**config.mk**
```make
export PLATFORM = sky130hd
export DESIGN_NAME = regfile_mp_flat
export DESIGN_NICKNAME = d
export VERILOG_FILES = /design/src/rtl/regfile_mp_if.sv /design/src/rtl/regfile_mp.sv /design/src/flat_wrapper.sv
export SDC_FILE = /design/constraint.sdc
export NUM_CORES = 1
export LEC_CHECK = 0
export CORE_MARGIN = 2
export CORE_UTILIZATION = 60
export DETAILED_ROUTE_END_ITERATION = 12
export GPL_TIMING_DRIVEN = 0
export HOLD_SLACK_MARGIN = 0.05
export PLACE_DENSITY = 0.83
export SLEW_MARGIN = 20
export SYNTH_ARGS = -nofsm -noshare
export SYNTH_HDL_FRONTEND = slang
export SYNTH_SLANG_ARGS = --single-unit
```
**constraint.sdc**
```tcl
create_clock -name clk -period 2.95 [get_ports clk]
set_input_delay 0.295 -clock clk [delete_from_list [all_inputs] [get_ports clk]]
set_output_delay 0.295 -clock clk [all_outputs]
set_load 0.05 [all_outputs]
```
**src/rtl/regfile_mp_if.sv**
```systemverilog
// Bus bundle for regfile_mp: write, dual read, lock requests and registered read results.
// The master modport drives requests; the slave modport (the register file) returns results.
interface regfile_mp_if #(
  parameter int DATA_WIDTH = 16,
  parameter int NUM_REGS   = 8
);
  localparam int ADDR_WIDTH = $clog2(NUM_REGS);

  logic [DATA_WIDTH-1:0] data_in;
  logic [ADDR_WIDTH-1:0] writenum;
  logic                  write;
  logic [ADDR_WIDTH-1:0] readnum_a;
  logic [ADDR_WIDTH-1:0] readnum_b;
  logic                  read_en;
  logic                  lock_en;
  logic [ADDR_WIDTH-1:0] lock_num;
  logic [DATA_WIDTH-1:0] data_a;
  logic [DATA_WIDTH-1:0] data_b;
  logic                  valid_out;
  logic                  busy_a;
  logic                  busy_b;
  logic [NUM_REGS-1:0]   busy_mask;

  modport master (
    output data_in, writenum, write, readnum_a, readnum_b, read_en, lock_en, lock_num,
    input  data_a, data_b, valid_out, busy_a, busy_b, busy_mask
  );

  modport slave (
    input  data_in, writenum, write, readnum_a, readnum_b, read_en, lock_en, lock_num,
    output data_a, data_b, valid_out, busy_a, busy_b, busy_mask
  );
endinterface

```
**src/rtl/regfile_mp.sv**
```systemverilog
// Dual-read, single-write register file with write-first bypass and a busy scoreboard
// that marks registers with a pending write (lock) until they are written.
module regfile_mp #(
  parameter int DATA_WIDTH = 16,
  parameter int NUM_REGS   = 8,
  parameter bit ZERO_REG   = 1'b0
) (
  input logic        clk,
  input logic        rst_n,
  regfile_mp_if.slave bus
);
  localparam int ADDR_WIDTH = $clog2(NUM_REGS);

  logic [DATA_WIDTH-1:0] regs_reg [NUM_REGS];
  logic [NUM_REGS-1:0]   busy_mask_reg;
  logic [NUM_REGS-1:0]   busy_mask_next;
  logic [NUM_REGS-1:0]   wr_hit;
  logic [NUM_REGS-1:0]   lock_hit;
  logic [NUM_REGS-1:0]   busy_seen;

  logic [DATA_WIDTH-1:0] data_a_reg, data_a_next;
  logic [DATA_WIDTH-1:0] data_b_reg, data_b_next;
  logic                  busy_a_reg, busy_a_next;
  logic                  busy_b_reg, busy_b_next;
  logic                  valid_reg;

  // Per-register decode; addresses past NUM_REGS match nothing and are ignored.
  genvar gi;
  generate
    for (gi = 0; gi < NUM_REGS; gi++) begin : g_decode
      localparam bit WRITABLE = (ZERO_REG == 1'b0) || (gi != 0);
      assign wr_hit[gi]   = WRITABLE && bus.write   && (bus.writenum == ADDR_WIDTH'(gi));
      assign lock_hit[gi] = WRITABLE && bus.lock_en && (bus.lock_num == ADDR_WIDTH'(gi));
    end
  endgenerate

  // Reads observe the write-clear of this cycle but not the lock-set; lock wins on a tie.
  assign busy_seen      = busy_mask_reg & ~wr_hit;
  assign busy_mask_next = busy_seen | lock_hit;

  always_comb begin
    data_a_next = '0;
    data_b_next = '0;
    busy_a_next = 1'b0;
    busy_b_next = 1'b0;
    for (int i = 0; i < NUM_REGS; i++) begin
      if (bus.readnum_a == ADDR_WIDTH'(i)) begin
        data_a_next = wr_hit[i] ? bus.data_in : regs_reg[i];
        busy_a_next = busy_seen[i];
      end
      if (bus.readnum_b == ADDR_WIDTH'(i)) begin
        data_b_next = wr_hit[i] ? bus.data_in : regs_reg[i];
        busy_b_next = busy_seen[i];
      end
    end
  end

  always_ff @(posedge clk or negedge rst_n) begin
    if (!rst_n) begin
      for (int i = 0; i < NUM_REGS; i++) begin
        regs_reg[i] <= '0;
      end
      busy_mask_reg <= '0;
      data_a_reg    <= '0;
      data_b_reg    <= '0;
      busy_a_reg    <= 1'b0;
      busy_b_reg    <= 1'b0;
      valid_reg     <= 1'b0;
    end else begin
      for (int i = 0; i < NUM_REGS; i++) begin
        if (wr_hit[i]) begin
          regs_reg[i] <= bus.data_in;
        end
      end
      busy_mask_reg <= busy_mask_next;
      valid_reg     <= bus.read_en;
      if (bus.read_en) begin
        data_a_reg <= data_a_next;
        data_b_reg <= data_b_next;
        busy_a_reg <= busy_a_next;
        busy_b_reg <= busy_b_next;
      end
    end
  end

  assign bus.data_a    = data_a_reg;
  assign bus.data_b    = data_b_reg;
  assign bus.busy_a    = busy_a_reg;
  assign bus.busy_b    = busy_b_reg;
  assign bus.valid_out = valid_reg;
  assign bus.busy_mask = busy_mask_reg;
endmodule
```
**src/flat_wrapper.sv**
```systemverilog
// flat-port wrapper written by rule: the top's interface ports become plain ports
module regfile_mp_flat 
#(
  parameter int DATA_WIDTH = 16,
  parameter int NUM_REGS   = 8,
  parameter bit ZERO_REG   = 1'b0
)
  (clk, rst_n, bus_data_in, bus_writenum, bus_write, bus_readnum_a, bus_readnum_b, bus_read_en, bus_lock_en, bus_lock_num, bus_data_a, bus_data_b, bus_valid_out, bus_busy_a, bus_busy_b, bus_busy_mask);
  regfile_mp_if #(.DATA_WIDTH(DATA_WIDTH), .NUM_REGS(NUM_REGS)) bus_i ();
  input logic clk;
  input logic rst_n;
  input wire logic [$bits(bus_i.data_in)-1:0] bus_data_in;
  input wire logic [$bits(bus_i.writenum)-1:0] bus_writenum;
  input wire logic [$bits(bus_i.write)-1:0] bus_write;
  input wire logic [$bits(bus_i.readnum_a)-1:0] bus_readnum_a;
  input wire logic [$bits(bus_i.readnum_b)-1:0] bus_readnum_b;
  input wire logic [$bits(bus_i.read_en)-1:0] bus_read_en;
  input wire logic [$bits(bus_i.lock_en)-1:0] bus_lock_en;
  input wire logic [$bits(bus_i.lock_num)-1:0] bus_lock_num;
  output wire logic [$bits(bus_i.data_a)-1:0] bus_data_a;
  output wire logic [$bits(bus_i.data_b)-1:0] bus_data_b;
  output wire logic [$bits(bus_i.valid_out)-1:0] bus_valid_out;
  output wire logic [$bits(bus_i.busy_a)-1:0] bus_busy_a;
  output wire logic [$bits(bus_i.busy_b)-1:0] bus_busy_b;
  output wire logic [$bits(bus_i.busy_mask)-1:0] bus_busy_mask;
  assign bus_i.data_in = bus_data_in;
  assign bus_i.writenum = bus_writenum;
  assign bus_i.write = bus_write;
  assign bus_i.readnum_a = bus_readnum_a;
  assign bus_i.readnum_b = bus_readnum_b;
  assign bus_i.read_en = bus_read_en;
  assign bus_i.lock_en = bus_lock_en;
  assign bus_i.lock_num = bus_lock_num;
  assign bus_data_a = bus_i.data_a;
  assign bus_data_b = bus_i.data_b;
  assign bus_valid_out = bus_i.valid_out;
  assign bus_busy_a = bus_i.busy_a;
  assign bus_busy_b = bus_i.busy_b;
  assign bus_busy_mask = bus_i.busy_mask;
  regfile_mp #(.DATA_WIDTH(DATA_WIDTH), .NUM_REGS(NUM_REGS), .ZERO_REG(ZERO_REG)) u_core (.clk(clk), .rst_n(rst_n), .bus(bus_i));
endmodule
```
=== Word level (Yosys, flattened, before mapping) ===
Index checks and enable logic that the tools add are counted.

* Bits in registers: 171
* Bits of input ports: 33
* Output and inout port bits: 43
* Word-level logic and storage cells: 105

* Equal/unequal tests: 28
* Mux-type cells: 40
* Bitwise logic cells: 3
* Reductions and logical operators: 20

{| class="wikitable"
|+ Operators with widths
! operator !! count
|-
| two-way mux 16 bit || 24
|-
| == test 3 bit (second input constant) || 16
|-
| == test 3 x 2 -> 1 bit (second input constant) || 8
|-
| logical AND 1 bit || 16
|-
| two-way mux 1 bit || 16
|-
| == test 3 x 1 -> 1 bit (second input constant) || 4
|-
| logical NOT 3 bit || 4
|-
| bitwise AND 8 bit || 1
|-
| NOT 8 bit || 1
|-
| bitwise OR 8 bit || 1
|}

=== Logic depth before layout (Yosys ltp) ===
* Depth after elaboration: 12
* Depth in mapped cells: 8
* Depth with buffers taken out: 5

=== Least setup slack after synthesis ===
Ideal clock, no wire load.

* Path type: input-to-reg
* Start point: input port bus_writenum[1]
* End point: register u_core.data_a_reg[10] (netlist: u_core.bus.data_a[10])
* Setup time: 0.126 ns
* Arrival time: 1.635 ns
* Required time: 2.824 ns
* Setup slack: 1.189 ns
* Stages: 7
* Buffers on the path: 2
* Path through: nor4b_1 buf_2 buf_6 mux2i_1 o221ai_1 nor4_1 nor2_1

* Cells in the longest elaborated chain, start to end: 11
* Elaborated cells on any way between the ends: 32
* Those cells by class: eq/ne: 7; mux: 16; reduce/logical: 9

{| class="wikitable"
|+ RTL lines
! item !! RTL line !! source
|-
| from (decl) || flat_wrapper.sv:13 || <nowiki>input wire logic [$bits(bus_i.writenum)-1:0] bus_writenum;</nowiki>
|-
| logical NOT 3 bit || regfile_mp.sv:32 || <nowiki>assign wr_hit[gi] = WRITABLE && bus.write && (bus.writenum == ADDR_WIDTH'(gi));</nowiki>
|-
| logical AND 1 bit || regfile_mp.sv:32 ||
|-
| two-way mux 16 bit || regfile_mp.sv:48 || <nowiki>data_a_next = wr_hit[i] ? bus.data_in : regs_reg[i];</nowiki>
|-
| two-way mux 16 bit (7 in series) || regfile_mp.sv:47 || <nowiki>if (bus.readnum_a == ADDR_WIDTH'(i)) begin</nowiki>
|-
| two-way mux 16 bit (*) || regfile_mp.sv:47 ||
|-
| to (signal assigned) || regfile_mp.sv:78 || <nowiki>data_a_reg <= data_a_next;</nowiki>
|-
| to (decl) || regfile_mp.sv:21 || <nowiki>logic [DATA_WIDTH-1:0] data_a_reg, data_a_next;</nowiki>
|}

Every way passes the cells marked *; elsewhere a longest branch is shown, timed or not.
A chain may end at the register's enable or synchronous reset.

==> results.py <==
metrics = {
    "yosys": {
        "synth.cell_area_um2": 8290,
        "yosys_most_used_dff": "dfrtp_1",
        "synth_edf_count": 0,
        "synth_cells": 802,
        "ys.warnings.count": 0,
        "netlist-cell-type-count": 42,
        "async_flop_share": 1.00,
        "syn_area_per_cell_um2": 10.3,
        "syn-num-nets": 835,
        "ys_seq_area_frac": 0.516,
        "ys_seq_elements": 171,
    },
    "clocking": {
        "clk_path_buf_depth": 2,
        "clkTransAtPathRegs_ns": 0.06,
        "insertion_delay_ns": 0.44,
        "clockRootBuffer": "clkbuf_16",
        "postCtsResizedCells": 0,
        "cts_buffers": 17,
        "cts_sinks": 171,
        "htreeDepth": 4,
        "cts_tree": "yes",
    },
    "cells_and_area": {
        "areaGrowthSynthToFinish_pct": 18.5,
        "design_area_um2": 9830,
        "diodes": 0,
        "drive_above_1_share": 0.0904,
        "nNetsFinal": 916,
        "largest_register_ffs": 128,
        "final_core_util": 0.736,
        "fin_cells": 1072,
    },
    "grt": {
        "grt_max_degree": 62,
        "antenna_found_initial": 0,
        "grt_pass1_vias": 7263,
        "grt_pass1_wl_um": 40200,
        "gr-total-overflow": 0,
        "grt_usage": 0.368,
    },
    "timing": {
        "worst_clock_skew_ns": 0.00713,
        "hold_viol": 0,
        "fin_crit_sh": 0.940,
        "finalCriticalPeriod_ns": 2.77,
        "tightestPinTransition_ns": 0.963,
        "setup_slack_ns": 0.177,
        "maxSlewViolCount": 0,
        "fmaxAchievable_mhz": 361,
        "relSlewSlack": 0.358,
        "tns_ns": 0,
        "rsz0062_at_grt": "false",
        "setup_violations": 0,
    },
    "route": {
        "vias": 7145,
        "wire_per_inst_um": 24.3,
        "first_pass_iters": 6,
        "drt_iter0_drc": 722,
        "met1_length_um": 9960,
        "via_per_inst": 6.67,
        "ant_nets": 0,
        "wl_met2_um": 12000,
        "wl_met3_um": 2560,
        "drcViolationCount": 0,
        "wirelength_um": 26100,
        "routed.top_layer": "met4",
    },
    "pwr": {
        "pwr_density_cell_nw_per_um2": 748,
        "p_int_uw": 4980,
        "p_comb_frac": 0.254,
        "clock_power_share": 0.336,
        "power.share.sequential": 0.410,
        "sw_frac_of_total": 0.322,
        "ir_worst_vdd_uv": 507,
        "switching_power_uw": 2370,
        "p_leak_uw": 0.00465,
    },
    "worst_setup_path": {
        "startpoint": "bus_read_en",
        "path_max_fanout": 10,
        "cp-endpoint": "u_core.bus.data_a[13]",
        "cp-end-kind": "flip-flop",
        "ff2ff_setup_slack_ns": 1.46,
        "r2r_start": "u_core.regs_reg[72]",
        "start_kind": "primary input",
        "crit_type": "in2reg",
        "reg2reg_depth": 4,
        "cp.required_ns": 3.26,
        "cp.arrival_ns": 3.08,
        "rr_endpoint": "u_core.bus.data_a[8]",
    },
    "worst_hold_path": {
        "hold_path.class": "in2reg",
    },
    "die": {
        "initial_core_util": 0.621,
        "die_area_um2": 14800,
        "dieHeight_um": 122,
        "fp-row-count": 42,
        "fp.coreArea_um2": 13300,
        "pin_count": 76,
        "die_x_um": 122,
    },
    "place": {
        "dp_slack_ns": -0.00127,
        "dpl.cell_count": 1039,
        "gp_congestion": 0.975,
        "dp_hpwl_um": 17300,
        "post_dp_cell_area_um2": 9160,
        "port_buffers": 59,
    },
    "outcome": {
        "status": "completed",
    },
    "job": {
        "maxCapViolations": 0,
    },
}
## routing by layer
layer  vias to the layer above  global-route usage
met3                       138              0.0936
met5                         -                   0
met4                         0               0.212
li1                       3012                   -
met2                       522               0.580
met1                      3473               0.465
## area by class of cell
cell class                 instances  area (um^2)
clock buffer                      22          494
multi-input combinational        454         3260
sequential                       171         4280
tap                              176          220
fill                             944         3520
inverter                         114          428
timing repair buffer              62          661
clock inverter                    10          161
buffer                            63          319
## metrics by stage
| step | hold WS, ns | total power [uW] |
|---|---|---|
| 6_report | 0.247 | 7350 |
| 2_1_floorplan | -0.000591 | 4230 |
| 3_3_place_gp | 0.477 | 4760 |
| 3_5_place_dp | 0.245 | 4870 |
| 5_1_grt | 0.268 | 7620 |
| 4_1_cts | 0.243 | 7310 |
## what timing repair did
action,in CTS,in global routing
endpoints found under the hold margin,56,0
setup buffers,0,0
hold buffers,1,0
## cell families (layout without fill, tap and decap cells)
logic type             after synthesis  in the layout  share of synthesized area
AOI/OAI and AO/OA                  185            185                      0.144
buffers and inverters              177            271                     0.0901
DFF                                171            171                      0.516
and+or+nand+nor                    138            138                     0.0854
muxes                              131            131                      0.164
## power by group through the flow
stage	clock, uW	sequential (uW)	combinational [uW]
3_3_place_gp	0	3030	1740
6_report	2470	3020	1870
5_1_grt	2560	3050	2000
3_5_place_dp	0	3050	1820
2_1_floorplan	0	3360	869
4_1_cts	2460	3010	1840
## cell usage in the layout, fill, tap and decap left out, drive strengths merged, types with 2 or more instances in the layout
cell,Yosys,layout
bufinv,0,4
dfrtp,171,171
nor3,4,4
clkdlybuf4s50,0,58
inv,113,113
and4bb,3,3
nand2b,9,9
nand3,7,7
nor2b,6,6
o221ai,17,17
o211ai,12,12
o22ai,96,96
clkbuf,41,63
mux4,2,2
clkinv,1,7
mux2,18,18
nand2,20,20
buf,22,25
a222oi,3,3
and2,2,2
a2111oi,2,2
mux2i,111,111
o21ai,32,32
a31oi,3,3
or2,3,3
o31ai,4,4
nand4,4,4
nand4b,3,3
or3,2,2
nor2,49,49
nor4,23,23
a21oi,11,11
## critical path: stages
cell and delay (ns):
clkdlybuf4s50_1 0.49, buf_2 0.20, and2_1 0.14, clkbuf_1 0.51
clkbuf_1 0.64, o221ai_1 0.28, nor4_1 0.40, nor2_1 0.10
## cells in the mapped netlist (all sizes together), types with 4 or more instances
| cell | number | area, um^2 |
|---|---|---|
| dfrtp | 171 | 4280 |
| inv | 113 | 424 |
| mux2i | 111 | 1110 |
| o22ai | 96 | 601 |
| nor2 | 49 | 184 |
| clkbuf | 41 | 154 |
| o21ai | 32 | 160 |
| nor4 | 23 | 144 |
| buf | 22 | 165 |
| nand2 | 20 | 75.1 |
| mux2 | 18 | 203 |
| o221ai | 17 | 149 |
| o211ai | 12 | 90.1 |
| a21oi | 11 | 55.1 |
| nand2b | 9 | 56.3 |
| nand3 | 7 | 35.0 |
| nor2b | 6 | 37.5 |
| nand4 | 4 | 25.0 |
| nor3 | 4 | 20.0 |
| o31ai | 4 | 30.0 |
## worst min-delay path by stage
stage                               from                       to  slack (ns)  cells past startpoint
global placement    u_core.regs_reg[120]     u_core.regs_reg[120]        0.48                      2
detailed placement                 rst_n  u_core.bus.busy_mask[0]        0.24                      1
finish                  bus_readnum_a[1]    u_core.bus.data_a[15]        0.25                      3
global route            bus_readnum_a[1]    u_core.bus.data_a[15]        0.27                      3
floorplan                          rst_n        u_core.bus.busy_a     -0.0006                      0
CTS                     bus_readnum_a[1]    u_core.bus.data_a[15]        0.24                      3
Note: power is estimated with default switching activity, not from simulation.
